==> config.mk <==
export PLATFORM = sky130hd
export DESIGN_NAME = lsu_queue
export DESIGN_NICKNAME = d
export VERILOG_FILES = /design/src/rtl/lsu_queue_pkg.sv /design/src/rtl/lsu_req_fifo.sv /design/src/rtl/lsu_queue.sv
export SDC_FILE = /design/constraint.sdc
export NUM_CORES = 1
export LEC_CHECK = 0
export CAP_MARGIN = 25
export CORE_ASPECT_RATIO = 0.5
export CORE_MARGIN = 2
export CORE_UTILIZATION = 45
export DETAILED_ROUTE_END_ITERATION = 6
export MAX_ROUTING_LAYER = met4
export PLACE_DENSITY = 0.72
export SLEW_MARGIN = 10
export SYNTH_ARGS = -nofsm -noshare
export SYNTH_HDL_FRONTEND = slang
export SYNTH_SLANG_ARGS = --single-unit
export TNS_END_PERCENT = 100
==> constraint.sdc <==
create_clock -name clk_in -period 4.79 [get_ports clk_in]
set_input_delay 0.958 -clock clk_in [delete_from_list [all_inputs] [get_ports clk_in]]
set_output_delay 0.958 -clock clk_in [all_outputs]
set_load 0.1 [all_outputs]
==> src/rtl/lsu_queue_pkg.sv <==
// lsu_queue_pkg: op-field layout, size codes, FSM states and data helpers for the LSU queue
package lsu_queue_pkg;
    localparam int OP_ST  = 3;
    localparam int OP_UNS = 2;
    localparam logic [1:0] SZ_B = 2'd0;
    localparam logic [1:0] SZ_H = 2'd1;
    localparam logic [1:0] SZ_W = 2'd2;

    typedef enum logic [1:0] {S_IDLE, S_MEM, S_ABORT} state_t;

    function automatic logic misaligned(input logic [1:0] size, input logic [1:0] a);
        return (size == SZ_H && a[0]) || (size == SZ_W && a != 2'b00);
    endfunction

    function automatic logic [31:0] load_ext(input logic [31:0] d, input logic [3:0] op);
        return op[1:0] == SZ_B ? {{24{!op[OP_UNS] & d[7]}}, d[7:0]} :
               op[1:0] == SZ_H ? {{16{!op[OP_UNS] & d[15]}}, d[15:0]} : d;
    endfunction

    function automatic logic [31:0] store_mask(input logic [31:0] d, input logic [1:0] size);
        return size == SZ_B ? {24'h0, d[7:0]} : size == SZ_H ? {16'h0, d[15:0]} : d;
    endfunction
endpackage

==> src/rtl/lsu_req_fifo.sv <==
// lsu_req_fifo: circular request FIFO with flush, gated by the global enable
module lsu_req_fifo #(
    parameter int DEPTH = 4,
    parameter int W     = 8
) (
    input  logic         clk_in,
    input  logic         rst_in,
    input  logic         rdy_in,
    input  logic         flush_in,
    input  logic         push_in,
    input  logic         pop_in,
    input  logic [W-1:0] din,
    output logic [W-1:0] dout,
    output logic         empty_out,
    output logic         full_out
);
    localparam int PW = $clog2(DEPTH);
    logic [W-1:0] mem [DEPTH];
    logic [PW-1:0] head, tail;
    logic [PW:0] count;
    logic do_push, do_pop;

    assign empty_out = count == '0;
    assign full_out  = count == (PW+1)'(DEPTH);
    assign do_pop    = pop_in && !flush_in && !empty_out;
    assign do_push   = push_in && !flush_in && (!full_out || do_pop);
    assign dout      = mem[head];

    always_ff @(posedge clk_in or negedge rst_in) begin
        if (!rst_in) begin
            head  <= '0;
            tail  <= '0;
            count <= '0;
        end else if (rdy_in) begin
            if (flush_in) begin
                head  <= '0;
                tail  <= '0;
                count <= '0;
            end else begin
                if (do_push) tail <= tail + 1'b1;
                if (do_pop) head <= head + 1'b1;
                count <= count + (PW+1)'(do_push) - (PW+1)'(do_pop);
            end
        end
    end

    always_ff @(posedge clk_in) begin
        if (rdy_in && do_push) mem[tail] <= din;
    end
endmodule

==> src/rtl/lsu_queue.sv <==
// lsu_queue: in-order load/store issue to memory with CDB broadcast, store completion and rollback
module lsu_queue
    import lsu_queue_pkg::*;
#(
    parameter int ADDR_W = 32,
    parameter int DATA_W = 32,
    parameter int TAG_W  = 4,
    parameter int DEPTH  = 4
) (
    input  logic              clk_in,
    input  logic              rst_in,
    input  logic              rdy_in,
    input  logic              req_valid_in,
    output logic              req_ready_out,
    input  logic [3:0]        req_op_in,
    input  logic [ADDR_W-1:0] req_addr_in,
    input  logic [DATA_W-1:0] req_data_in,
    input  logic [TAG_W-1:0]  req_tag_in,
    output logic              store_done_out,
    output logic              mem_req_out,
    output logic              mem_we_out,
    output logic [1:0]        mem_size_out,
    output logic [ADDR_W-1:0] mem_addr_out,
    output logic [DATA_W-1:0] mem_data_out,
    input  logic              mem_done_in,
    input  logic [DATA_W-1:0] mem_data_in,
    output logic              cdb_valid_out,
    output logic [TAG_W-1:0]  cdb_tag_out,
    output logic [DATA_W-1:0] cdb_data_out,
    output logic              cdb_err_out,
    input  logic              rollback_in
);
    localparam int EW = 4 + ADDR_W + DATA_W + TAG_W;

    state_t state, state_nx;
    logic [EW-1:0] head_ent;
    logic [3:0] head_op, iss_op;
    logic [ADDR_W-1:0] head_addr, iss_addr;
    logic [DATA_W-1:0] head_data, iss_data, cdb_data_nx;
    logic [TAG_W-1:0] head_tag, iss_tag, cdb_tag_nx;
    logic empty, full, pop, issue;
    logic cdb_valid_nx, cdb_err_nx, store_done_nx;

    lsu_req_fifo #(.DEPTH(DEPTH), .W(EW)) u_fifo (
        .clk_in    (clk_in),
        .rst_in    (rst_in),
        .rdy_in    (rdy_in),
        .flush_in  (rollback_in),
        .push_in   (req_valid_in && req_ready_out),
        .pop_in    (pop),
        .din       ({req_op_in, req_addr_in, req_data_in, req_tag_in}),
        .dout      (head_ent),
        .empty_out (empty),
        .full_out  (full)
    );

    assign {head_op, head_addr, head_data, head_tag} = head_ent;
    assign req_ready_out = !full;
    assign mem_req_out   = state != S_IDLE;
    assign mem_we_out    = iss_op[OP_ST];
    assign mem_size_out  = iss_op[1:0];
    assign mem_addr_out  = iss_addr;
    assign mem_data_out  = iss_data;

    always_comb begin
        state_nx      = state;
        pop           = 1'b0;
        issue         = 1'b0;
        cdb_valid_nx  = 1'b0;
        cdb_err_nx    = cdb_err_out;
        cdb_data_nx   = cdb_data_out;
        cdb_tag_nx    = cdb_tag_out;
        store_done_nx = 1'b0;
        case (state)
            S_IDLE: if (!empty && !rollback_in) begin
                pop = 1'b1;
                if (!misaligned(head_op[1:0], head_addr[1:0])) begin
                    issue    = 1'b1;
                    state_nx = S_MEM;
                end else if (head_op[OP_ST]) begin
                    store_done_nx = 1'b1;
                end else begin
                    cdb_valid_nx = 1'b1;
                    cdb_err_nx   = 1'b1;
                    cdb_data_nx  = '0;
                    cdb_tag_nx   = head_tag;
                end
            end
            S_MEM: if (mem_done_in) begin
                state_nx = S_IDLE;
                if (iss_op[OP_ST]) begin
                    store_done_nx = 1'b1;
                end else if (!rollback_in) begin
                    cdb_valid_nx = 1'b1;
                    cdb_err_nx   = 1'b0;
                    cdb_data_nx  = load_ext(mem_data_in, iss_op);
                    cdb_tag_nx   = iss_tag;
                end
            end else if (rollback_in && !iss_op[OP_ST]) begin
                state_nx = S_ABORT;
            end
            // the aborted load still owns the memory port until it finishes
            S_ABORT: if (mem_done_in) state_nx = S_IDLE;
            default: state_nx = S_IDLE;
        endcase
    end

    always_ff @(posedge clk_in or negedge rst_in) begin
        if (!rst_in) begin
            state          <= S_IDLE;
            iss_op         <= '0;
            iss_addr       <= '0;
            iss_data       <= '0;
            iss_tag        <= '0;
            cdb_valid_out  <= 1'b0;
            cdb_err_out    <= 1'b0;
            cdb_data_out   <= '0;
            cdb_tag_out    <= '0;
            store_done_out <= 1'b0;
        end else if (rdy_in) begin
            state          <= state_nx;
            cdb_valid_out  <= cdb_valid_nx;
            cdb_err_out    <= cdb_err_nx;
            cdb_data_out   <= cdb_data_nx;
            cdb_tag_out    <= cdb_tag_nx;
            store_done_out <= store_done_nx;
            if (issue) begin
                iss_op   <= head_op;
                iss_addr <= head_addr;
                iss_data <= store_mask(head_data, head_op[1:0]);
                iss_tag  <= head_tag;
            end
        end
    end
endmodule

; Yosys cells after proc, flatten, opt, wreduce, memory -nomap -nowiden
; Memories as Yosys holds them, arrays and structs flattened.
; Index checks and enable logic that the tools add are counted.
[totals]
register_bits = 120
latch_bits = 0
mem_bits_rw = 288
rom_bits = 0
inputBits = 110
output_inout_bits = 108
wordCells = 122
mem_count = 1
[op_classes]
n_addsub = 4
multipliers = 0
n_div = 0
n_lt_le_gt_ge = 0
n_eq_ne = 15
n_shift = 0
n_mux = 56
bitwise = 2
reduce_logical = 31
[mem_list]
columns = memory, words, width, read_ports, rd_ports_with_merged_regs, write_ports, line_no
row1 = u_fifo.mem, 4, 72, 1, 0, 1, lsu_req_fifo.sv:18  ; logic [W-1:0] mem [DEPTH];
[ops]
columns = cell, count
row1 = $mux 32, 10
row2 = $pmux 32 s2, 1
row3 = $mux 1, 24
row4 = $mux 4, 6
row5 = $mux 2, 9
row6 = $ne 2x2->1 const B, 8
row7 = $logic_and 1x1->1, 10
row8 = $reduce_bool 2->1, 5
row9 = $pmux 4 s2, 1
row10 = $reduce_and 8->1, 1
row11 = $eq 2x1->1 const B, 3
row12 = $logic_not 2->1, 3
row13 = $pmux 1 s2, 3
row14 = $pmux 2 s3, 1
row15 = $reduce_and 2->1, 3
row16 = $logic_not 1->1, 5
row17 = $reduce_and 5->1, 1
row18 = $add 2x1->2 const B, 2
row19 = $eq 2x2->1 const B, 2
row20 = $add 3x1->3, 1
row21 = $eq 3x3->1 const B, 1
row22 = $logic_not 3->1, 1
row23 = $mux 3, 1
row24 = $ne 3x3->1 const B, 1
row25 = other kinds (3), 5

; Logic depth before layout (Yosys ltp)
; Gate-level depths: netlist (run 1).
[logic_depth]
depth_word = 12
ltp_mapped = 12

; Cells and area by module
; Synthesis (run 1) repeated with hierarchy kept, for this count alone.
[unflattened]
hier_cells = 834
area_unflattened_um2 = 15750.1
[modules_own_cells]
columns = mod, instances, cells_per_inst, area_each_um2
row1 = lsu_req_fifo, 1, 435, 10995.5
row2 = lsu_queue, 1, 399, 4754.6

; Least setup slack after synthesis (run 1)
; Ideal clock, no wire load.
[synth_timing]
path_type = register -> register
startpoint = register u_fifo.count[1]
endpoint = memory u_fifo.mem[0][0] (netlist name), enable pin
setup_ns = 0.438
arrival_time_ns = 3.273
t_required_ns = 4.352
slack_ns = 1.079
path_stages_with_launch = 6
n_path_buf = 0
period_less_slack_ns = 3.711
cell_sequence = dfrtp_1 -> nor2_1 -> nand2_1 -> nand2_1 -> nor2_1 -> and2_1
[synth_lines]
columns = item, line_no
row1 = from (decl), lsu_req_fifo.sv:20  ; logic [PW:0] count;
row2 = from (signal assigned), lsu_req_fifo.sv:42  ; count <= count + (PW+1)'(do_push) - (PW+1)'(do_pop);
row3 = $eq 3x3->1 *, lsu_req_fifo.sv:24  ; assign full_out = count == (PW+1)'(DEPTH);
row4 = $logic_not 1->1 *, lsu_queue.sv:58  ; assign req_ready_out = !full;
row5 = named net req_ready_out, lsu_queue.sv:14  ; output logic req_ready_out,
row6 = $logic_and 1x1->1, lsu_queue.sv:49  ; .push_in (req_valid_in && req_ready_out),
row7 = $logic_and 1x1->1, lsu_req_fifo.sv:26  ; assign do_push = push_in && !flush_in && (!full_out || do_pop);
row8 = $logic_and 1x1->1 *, lsu_req_fifo.sv:26
row9 = $logic_and 1x1->1 *, lsu_req_fifo.sv:48  ; if (rdy_in && do_push) mem[tail] <= din;
row10 = $mux 1 *, lsu_req_fifo.sv:48
row11 = $mux 1 (implied by the code) *, lsu_req_fifo.sv:48
row12 = to (decl), lsu_req_fifo.sv:18
; Mark *: on every way through the listed nets, which the timed path passes. The rest lies on a longest branch.

; Worst setup path after layout (run 1)
[layout_timing]
startpoint = register iss_op[1]
endpoint = output mem_size_out[1]
[layout_lines]
columns = item, line_no
row1 = from (decl), lsu_queue.sv:37  ; logic [3:0] head_op, iss_op;
row2 = from (signal assigned), lsu_queue.sv:128  ; iss_op <= head_op;
row3 = to (decl), lsu_queue.sv:22  ; output logic [1:0] mem_size_out,
; No word-level cell between the ends.

==> results.txt, run 1 <==
Counting flops with a built-in enable in the synthesized netlist gives 288. The total DRC errors in the routed layout came out at 0. The number of iterations in the first detailed-routing pass came out at 4. The run finished with clean final reports.

In this run the clock root is driven by a clkbuf_16. The analysis attributes to net switching a power of 5630 µW. The horizontal extent of the die is 266 µm. For this run, the leading register cell type out of synthesis is edfxtp_1. The post-synthesis area per instance came out at 18.7 µm². The post-synthesis adder-cell area fraction came out at 0.00614. At the later pin of the worst-skew pair, clock insertion delay measures 0.53 ns. The initial utilization of the core area, before any placement, comes to 0.463.

The area added between synthesis and finish came out at 25.1%. The kind of end point of the critical path is a primary output. Routability-driven placement finished with a final weighted congestion of 0.781. The startpoint of the most critical register-to-register path is u_fifo.head[0]. The fraction of power spent switching nets is 0.427. The initial antenna violation count came to 1. The internal portion of the total power is 7570 µW.

The fraction of final layout cells sized beyond drive strength 1 came out at 0.196. The number of max-slew violations in the final report is 0. The placeable core region came out at 33500 µm². Clock skew on the completed layout was measured at 0.0132 ns. The timing startpoint of the critical path is iss_op[1]. The slowest cell on the critical path is clkdlybuf4s50_1. Of the available clock period, the critical path in the final layout requires 0.730. Of the synthesized area, sequential elements account for 0.752. The buffer levels on the longest clock path came out at 3. Counting both buffers and inverters, the worst setup path holds a total of 1. Across the run, the number of max-cap violations was 0.

The count of clock tree sinks came out at 408. The multi-input combinational cells in the finished layout cover a total of 3530 µm². The detailed-route via count came out at 8020. The detailed router finished its first iteration with 550 violations. The part of the power in registers is 0.357. The clock share of power is 0.226.

The finished layout holds 1526 standard cells, fillers aside. The worst setup path is launched from a flop. In this run, post-CTS hold repair placed 0 buffers. The post-CTS resize count came out at 0. Setup violations remaining at the end of the flow were counted as 0. The total clock buffers created by CTS came out at 37. The number of ports placed on the die boundary came out at 218. The die is 135 µm tall. The count of buffers added by post-CTS timing repair for setup is 0. The net count after synthesis came out at 948. The smallest hold slack came out at 0.442 ns. The leakage component of the power came out at 0.00691 µW. For the final routed database, the setup TNS stands at 0 ns. The number of warnings printed during yosys synthesis is 0.

The share of total power in combinational logic came out at 0.418. Data on the critical path is required at its endpoint by 3.83 ns. The synthesized-area fraction occupied by xor and xnor cells is 0.00161. The count of state elements after synthesis came out at 408. The design draws 13200 µW. The cell area after synthesis came out at 15500 µm².

The type of the setup path with the least slack is reg -> out. The synthesized instance count is 831. The die covers 36000 µm². The maximum achievable frequency came out at 0.286 GHz. The mux share of post-synthesis cell area came out at 0.151. The number of rows created at floorplan came out at 47. The final routed wire length divided by cell count is 20.3 µm. After synthesis, the largest family of logic cells by area is multiplexers.

The clock tree from TritonCTS is built. The compound-cell area share of the yosys netlist was 0.0393. The via count of the first global-routing pass is 8561. The clock transition at the register clock pins on the worst setup and hold paths after CTS is 0.06 ns. In this run, distinct cell masters in the synthesized netlist total 41. The area share of and/or/nand/nor cells after synthesis came out at 0.0283.

For the finished layout, the period the worst path requires is 3.50 ns. The endpoint arrival time on the critical path is 2.54 ns. Power spread over the standard cell area amounts to 681 nW/µm². The delay of the slowest cell on the worst path came out at 1.26 ns. The normalized max-slew margin is 0.301. The family with the most delay on the worst path is buffers and inverters. The share of flip-flops with an asynchronous set or reset after synthesis is 0.294. Once detail routing completed, the nets flagged for antenna violations numbered 0.

The number of placed instances, taps included is 1457. The highest net fanout along the worst path is 20. In the global route stage, overall resource usage came out at 0.181.

The via density per instance is 5.26. The first global-routing pass estimated 48.6 mm of wire. The H-tree depth is 2. The number of endpoints with negative hold slack in the final report came to 0.

The min-delay analysis places its worst path in the category in -> async. The routed design has 31.0 mm of wire. Fill cells in the final layout number 2461.

The maximum vdd ir drop is 367 µV. The area taken by flip-flops and latches is 11700 µm². Setup repair after global routing left no endpoint under its margin. Walking the worst path, the cells encountered are clkdlybuf4s50_1. Input and output buffers added on the ports amount to 217. Entering global routing, the biggest net connects 81 pins. The count of nets after finishing is 1172. The total overflow left after global routing is 0. The transition time of the tightest slew-check pin came out at 1.04 ns. Summed over all nets, the half-perimeter wirelength after detailed placement is 19.4 mm.
==> synth_stat cells (5+ instances only) <==
library cell,count,area [µm²]
a21oi_1,23,115
a22o_1,8,70.1
buf_2,13,65.1
clkbuf_1,22,82.6
dfrtp_1,120,3000
edfxtp_1,288,8650
ha_1,6,75.1
inv_1,25,93.8
mux2_1,5,56.3
mux2_2,63,709
mux2i_1,5,50.1
mux4_2,68,1530
nand2_1,59,221
nor2_1,21,78.8
o21ai_0,51,255
o2bb2ai_1,9,78.8
==> power by group through the flow <==
stage / combinational [µW] / sequential, µW / clock (µW)
after global placement: 5490 / 4770 / 0
after CTS: 5570 / 4720 / 3050
after global routing: 5730 / 4770 / 3200
after detailed placement: 5550 / 4780 / 0
final: 5510 / 4710 / 2980
after floorplan: 1510 / 7450 / 0
==> flip-flops by register name, summed over array words and instances, names as in the netlist <==
name	count
u_fifo.mem	288
mem_data_out	32
u_fifo.head	2
state	2
u_fifo.tail	2
store_done_out	1
cdb_data_out	32
cdb_err_out	1
iss_op	4
iss_tag	4
cdb_tag_out	4
u_fifo.count	3
mem_addr_out	32
cdb_valid_out	1
==> cells by family after synthesis <==
| group | count (synthesis) |
|---|---|
| buffers and inverters | 71 |
| XOR/XNOR | 2 |
| multiplexers | 141 |
| flip-flops | 408 |
| AO/OA/AOI/OAI | 101 |
| AND/OR/NAND/NOR | 101 |
| adder cells (fa/ha/maj) | 7 |
==> through the flow <==
step                      setup slack [ns]  utilization  instance area, µm²
final                                 1.29        0.579               19400
after detailed placement              1.36        0.542               18100
after global routing                  1.17        0.579               19400
after CTS                             1.24        0.579               19400
after global placement                1.40        0.542               18100
after floorplan                       1.08            -               15500
==> path summary, 6_finish.rpt <==
| path | endpoint | slack, ns | depth (start not counted) |
|---|---|---|---|
| worst min-delay path | mem_addr_out[12] | 0.44 | 1 |
| worst max register to register | cdb_data_out[19] | 1.56 | 7 |
| max in group asynchronous | mem_addr_out[21] | 3.16 | 2 |
| worst min register to register | mem_data_out[9] | 0.48 | 2 |
| min in group clk_in | mem_data_out[9] | 0.48 | 2 |
| worst max-delay path | mem_size_out[1] | 1.29 | 1 |
==> area by class of cell <==
type	instances	share of cell area
Clock inverter	19	0.0106
Inverter	25	0.00484
Clock buffer	49	0.0533
Multi-Input combinational cell	352	0.182
Tap cell	441	0.0285
Timing Repair Buffer	231	0.119
Antenna cell	1	0.000129
Sequential cell	408	0.601
==> routing by layer <==
metal  GRT usage  vias to the layer above  share of wire  wire, µm
met2       0.317                      175           0.52     16100
met1       0.221                     4153           0.42     13000
met3      0.0311                       47          0.040      1240
met5           -                        -              0         0
li1            -                     3645              -         -
met4      0.0490                        0          0.022       675
==> layout by cell type, fill, tap and decap left out, types with 5 or more instances in the layout <==
cell,instances
mux4_2,68
clkinv_2,5
mux2_1,5
clkbuf_1,8
buf_4,11
mux2i_1,5
a22o_1,8
dfrtp_1,118
mux2_2,63
a21oi_1,23
clkdlybuf4s50_1,216
edfxtp_1,288
inv_1,25
o21ai_0,51
o2bb2ai_1,9
nor2_1,21
ha_1,6
nand2_1,59
clkbuf_16,39
No activity file was read; power rests on OpenSTA's default activity.
==> run 2, diff against run 1 <==
clock period = 3.3 ns   (was 4.79 ns; I/O delays follow)
==> run 2 against run 1 <==
Compared with the run above:
- clock skew grew 0.0028 ns
- routed wire length increased by 5.8%
- count of clock-buffer cells in the layout shrank 1
- power up 47%
- critical endpoint is now cdb_data_out[28]
- largest cell class unchanged
- largest power group unchanged
- highest routed layer unchanged
==> results.txt, run 2 (synthesis gave the netlist of run 1 again) <==
The flow ran to the end, and the final reports show no timing, DRC or antenna violations. The count of buffers inserted at the top-level ports came out at 217. Counting the buffers created by CTS gives 38. The detailed-route via count is 8158. In the final routed layout, each cell accounts on average for 21.3 µm.

The total DRC errors in the routed layout is 0. The normalized max-slew margin is 0.431. The logic depth of the worst register-to-register path is 7. STA classifies the critical path endpoint as a flop.

Leaving out fill and tap cells, the most frequent cell in the layout is edfxtp_1. The path class of the tightest hold or removal check is in -> async. The via count of the first global-routing pass is 8742. The clock transition at the register clock pins on the worst setup and hold paths after CTS is 0.06 ns. Leaving out fill and tap cells, the most frequent cells in the layout are edfxtp_1, buf_4, dfrtp_1. The clock drives 408 sinks.

Setup repair after global routing left no endpoint under its margin. The sum of negative setup slack is 0 ns. The effective utilization at floorplan came out at 0.463. The fraction of power spent switching nets came out at 0.430. The post-CTS resize count is 0. Buffers inserted to repair hold after CTS numbered 0. The transition time of the tightest slew-check pin came out at 0.853 ns. The delay of the slowest cell on the worst path came out at 0.61 ns. The core utilization of the finished layout came out at 0.579. The number of DRC markers in iteration 0 came out at 573. The smallest clock period supported by the final layout is computed as 2.94 ns. The highest net fanout along the worst path came out at 25. The power density relative to cell area came out at 998 nW/µm². Ranked by flip-flop count, first place goes to u_fifo.mem.

The total global routing overflow is 0. The H-tree depth is 2. The switching power came out at 8320 µW. Setup violations remaining at the end of the flow were counted as 0. Using the TritonRoute via totals, the vias-per-cell ratio works out to 5.29. Entering global routing, the biggest net connects 97 pins. The initial antenna violation count is 0. The post-detailed-placement half-perimeter wirelength is 20.4 mm. The part of the power in registers came out at 0.350. For flop-to-flop paths, the worst setup slack is 0.36 ns.

The total detailed-routing wirelength came out at 32.8 mm. The repair_antennas step left the layout with diodes totalling 0. Of the cells placed in the final design, the portion with a size suffix greater than 1 is 0.305.

The critical path in this run is classified as reg -> reg. The smallest hold slack is 0.0123 ns. The number of ports placed on the die boundary came out at 218. Post-CTS timing repair inserted 0 buffers for setup. The slowest cell on the critical path is o31ai_4. The post-place instance area is 18000 µm². For the worst setup path, the data required time is 3.72 ns. The global-route usage over all layers came out at 0.191. The routability congestion estimate from global placement is 0.798. The root buffer cell chosen for the clock tree is clkbuf_16. The share of total power in combinational logic is 0.412. The number of iterations in the first detailed-routing pass came out at 5. The first-pass GRT wire length came out at 50.6 mm.

The cell-internal power came out at 11000 µW. The share of total power dissipated in the clock network is 0.237. TritonCTS built the clock tree. The number of max-slew violations in the final report was 0. The number of flip-flops in the largest register is 288. The placeable core region is 33500 µm². The period utilization came out at 0.890. The horizontal extent of the die came out at 266 µm. The detail route stage leaves a number of antenna-violating nets equal to 0. Counting along the longest clock path gives a buffer depth of 3. Walking the worst path, the cells encountered are mux4_2, buf_4, nand2_1, nor2_1, o31ai_4, buf_12, mux2_2. The number of endpoints with negative hold slack in the final report is 0.

The endpoint arrival time on the critical path came out at 3.36 ns. The critical path launch point type is a flop. The power consumption is 19300 µW. The area added between synthesis and finish is 25.0%. The leakage component of the power came out at 0.00720 µW.

The number of maximum-capacitance violations is 0. Row generation in the floorplan step produced 47 rows. The overall die area is 36000 µm². Clock latency on the worst-skew pair, taken at its later pin, is 0.54 ns.

The die is 135 µm tall. The maximum achievable frequency came out at 0.340 GHz. Between clock sinks in the finished design, the worst skew comes to 0.0160 ns. The final instance area is 19400 µm². The maximum vdd ir drop came out at 551 µV. The count of nets after finishing came out at 1187.
run 2: changes by cell type in the layout (fill, tap and decap cells not counted), moves of 2 or more:
| cell | change |
|---|---|
| bufinv_16 | +2 |
| buf_12 | +5 |
| clkinv_4 | -2 |
| buf_4 | +116 |
| clkinv_1 | +3 |
| clkdlybuf4s50_1 | -108 |
| clkbuf_8 | +2 |
| clkbuf_1 | -3 |
run 2: power by group through the flow:
| stage | combinational, µW | clock (µW) | sequential, µW |
|---|---|---|---|
| CTS | 8040 | 4690 | 6790 |
| global placement | 7920 | 0 | 6850 |
| finish | 7980 | 4590 | 6780 |
| global route | 8310 | 4880 | 6870 |
| floorplan | 2190 | 0 | 10800 |
| detailed placement | 8020 | 0 | 6880 |
run 2: area by class of cell:
cell class / count / area, µm²
multi-input combinational: 352 / 3530
inverter: 25 / 93.8
clock buffer: 48 / 1050
sequential: 408 / 11700
tap: 441 / 552
fill: 2479 / 14100
clock inverter: 22 / 259
timing repair buffer: 245 / 2230
run 2: per-stage QoR:
step                      setup slack (ns)  std cells
final                                0.362       1541
after detailed placement             0.261       1470
after CTS                            0.332       1540
after global placement               0.399       1470
after floorplan                      0.281        831
after global routing                 0.221       1541
run 2: layer usage:
metal  up-vias  part of all wire  GRT usage
met1      4263              0.41      0.233
met5         -                 0          -
li1       3667                 -          -
met4         0             0.022     0.0584
met2       177              0.53      0.330
met3        51             0.040     0.0338
run 2: worst max-delay path, delay by kind of cell (launching register included):
| kind | cells | cell delay, ns |
|---|---|---|
| compound gates | 1 | 0.61 |
| mux | 2 | 0.96 |
| simple gates | 2 | 0.14 |
| flops | 1 | 0.59 |
| buf+inv | 2 | 0.48 |
run 2: final timing paths:
kind	end	startpoint
max	cdb_data_out[28]	u_fifo.head[0]
min	mem_addr_out[4]	rst_in
max reg2reg	cdb_data_out[28]	u_fifo.head[0]
min reg2reg	cdb_data_out[31]	cdb_data_out[31]
max in group asynchronous	cdb_data_out[8]	rst_in
min in group clk_in	cdb_data_out[31]	cdb_data_out[31]
==> run 3, diff against run 2 <==
PLACE_DENSITY = 0.73   (was 0.72)
==> run 3 against run 2 <==
Compared with the run above:
- the flow now finishes with violations (design-rule violations)
- critical endpoint is now cdb_data_out[20]
- fmax up 3.9%
- clock skew down 0.0015 ns
- critical path depth down 1
- via count down 0.26%
==> results.txt, run 3 (synthesis gave the netlist of run 1 again) <==
The run finished, with violations left. The final reports fail on design-rule violations. The met3 track demand over resource is 0.0305.

VDD sags by at most 506 µV. The number of iterations in the first detailed-routing pass is 7. Fill cells in the final layout number 2482. The count of clock tree sinks is 408.

The number of endpoints with negative hold slack in the final report is 0. The clock insertion delay at the later pin of the skew report is 0.53 ns. met2 is the most crowded layer. The final routed wire length divided by cell count is 20.8 µm. At the worst endpoint, the required time is 3.70 ns.

The register with the most flip-flops in the final layout is u_fifo.mem. The most common cell after layout, fill and taps aside is edfxtp_1. The total global routing overflow came out at 0.

The kind of end point of the critical path is a flop. The effective utilization at floorplan is 0.463. The power density relative to cell area came out at 982 nW/µm². The final setup skew came out at 0.0145 ns. The buffer levels on the longest clock path is 3. Compared with the post-synthesis result, the final layout area differs by 24.0%. The clock root buffer is clkbuf_16.

The H-tree generated during clock tree synthesis spans 2 levels. The smallest hold slack is 0.0781 ns. The count of nets after finishing came out at 1185.

The endpoint arrival time on the critical path is 3.23 ns. The leakage component of the power came out at 0.00712 µW. The routed design could run at a clock period as short as 2.83 ns.

The highest net fanout along the worst path is 26. In this run, post-CTS repair resized a total of 0 instances. The number of rows created at floorplan came out at 47. The initial antenna violation count was 0.

The slack of the worst reg-to-reg path came out at 0.47 ns. The clock transition at the register clock pins on the worst setup and hold paths after CTS is 0.07 ns. The detail route stage leaves a number of antenna-violating nets equal to 0. 0 antenna diodes ended up in the layout. In this run the tightest slew margin relative to its limit is 0.472. The global-route usage over all layers came out at 0.185. The total area of multi-input combinational cells came out at 3530 µm². 218 I/O pins were placed.

Across the run, the number of max-cap violations was 0. Setup repair after global routing left no endpoint under its margin. The maximum number of pins on one net before global-route repair came out at 78. At the pin with the least slew margin, the transition time is 0.792 ns.

The power consumption is 18900 µW. The type of the setup path with the least slack is reg -> reg. The hold buffer count at cts is 0. The total clock buffers created by CTS came out at 37. The count of buffers inserted at the top-level ports is 217. The worst setup path is launched from a flop. The count of buffers added by post-CTS timing repair for setup came out at 0. Setup violations remaining at the end of the flow were counted as 0. The routability congestion estimate from global placement is 0.829. The register with the most flip-flops in the layout has 288 of them. TritonCTS built the clock tree. The tightest min-delay check is of the in -> async type. The placeable core region is 33500 µm². The met1 demand-to-capacity share in global routing came out at 0.222. After detailed routing, the number of remaining DRC violations is 2. The die covers 36000 µm².

The via count of the first global-routing pass came out at 8400. The detailed-route via count is 8137. From bottom edge to top edge, the die measures 135 µm. Dividing the detail-routed via count by the number of cells gives 5.29.

The final standard cell count with taps included and fillers excluded is 1537. For this run, global-route usage on met2 was measured as 0.329. The number of placed instances, taps included is 1470. The post-detailed-placement half-perimeter wirelength came out at 20.1 mm. The maximum achievable frequency is 0.354 GHz.

The number of DRC markers in iteration 0 is 516. Dividing the final minimum period by the clock period gives 0.857. The sum of negative setup slack came out at 0 ns.

The horizontal extent of the die is 266 µm. Leaving out fill and tap cells, the most frequent cells in the layout are edfxtp_1, buf_4, dfrtp_1. Of the cells placed in the final design, the portion with a size suffix greater than 1 is 0.300.

The number of max-slew violations in the final report is 0. The final layout contains routed wiring with a total length of 31.9 mm. The area taken by flip-flops and latches is 11700 µm². The first-pass GRT wire length is 49.1 mm.
run 3: changes by cell type in the layout (fill, tap and decap cells not counted), sizes merged:
cell      before  now
buf          137  136
clkinvlp       1    0
inv           28   27
clkbuf        48   57
clkinv        13    7
bufinv         5    1
run 3: routing by layer:
metal  vias to the layer above  wire length (µm)
li1                       3682                 -
met1                      4245             12900
met2                       161             17100
met3                        49              1300
met4                         0               608
met5                         -                 0
run 3: where the power goes:
| group | switching, µW | internal (µW) |
|---|---|---|
| logic | 5950 | 2060 |
| registers | 454 | 6290 |
| clock network | 1790 | 2340 |
| total | 8190 | 10700 |
run 3: cell type report:
type,count,share of cell area
inverters,25,0.00488
repair buffers,244,0.116
well taps,441,0.0287
multi-input cells,352,0.183
flip-flops and latches,408,0.606
clock buffers,57,0.0562
clock inverters,10,0.00430
run 3: stage by stage:
| step | cell area (µm²) | utilization | worst slack [ns] |
|---|---|---|---|
| 3_5_place_dp | 18100 | 0.540 | 0.206 |
| 3_3_place_gp | 18100 | 0.540 | 0.397 |
| 6_report | 19200 | 0.575 | 0.472 |
| 5_1_grt | 19200 | 0.575 | 0.352 |
| 4_1_cts | 19200 | 0.575 | 0.437 |
| 2_1_floorplan | 15500 | - | 0.281 |
run 3: path summary, 6_finish.rpt:
kind / endpoint / cells past startpoint / from
worst max-delay path: cdb_data_out[20] / 6 / u_fifo.head[0]
max in group asynchronous: cdb_data_out[25] / 2 / rst_in
min in group clk_in: iss_tag[3] / 2 / iss_tag[3]
worst min-delay path: mem_addr_out[3] / 1 / rst_in
worst max register to register: cdb_data_out[20] / 6 / u_fifo.head[0]
worst min register to register: iss_tag[3] / 2 / iss_tag[3]
run 3: worst max-delay path: stages (launching register included):
cell,delay (ns)
dfrtp_4,0.48
mux4_2,0.70
xnor2_2,0.23
nor2_1,0.11
o31ai_4,0.41
buf_4,0.40
mux2_2,0.38
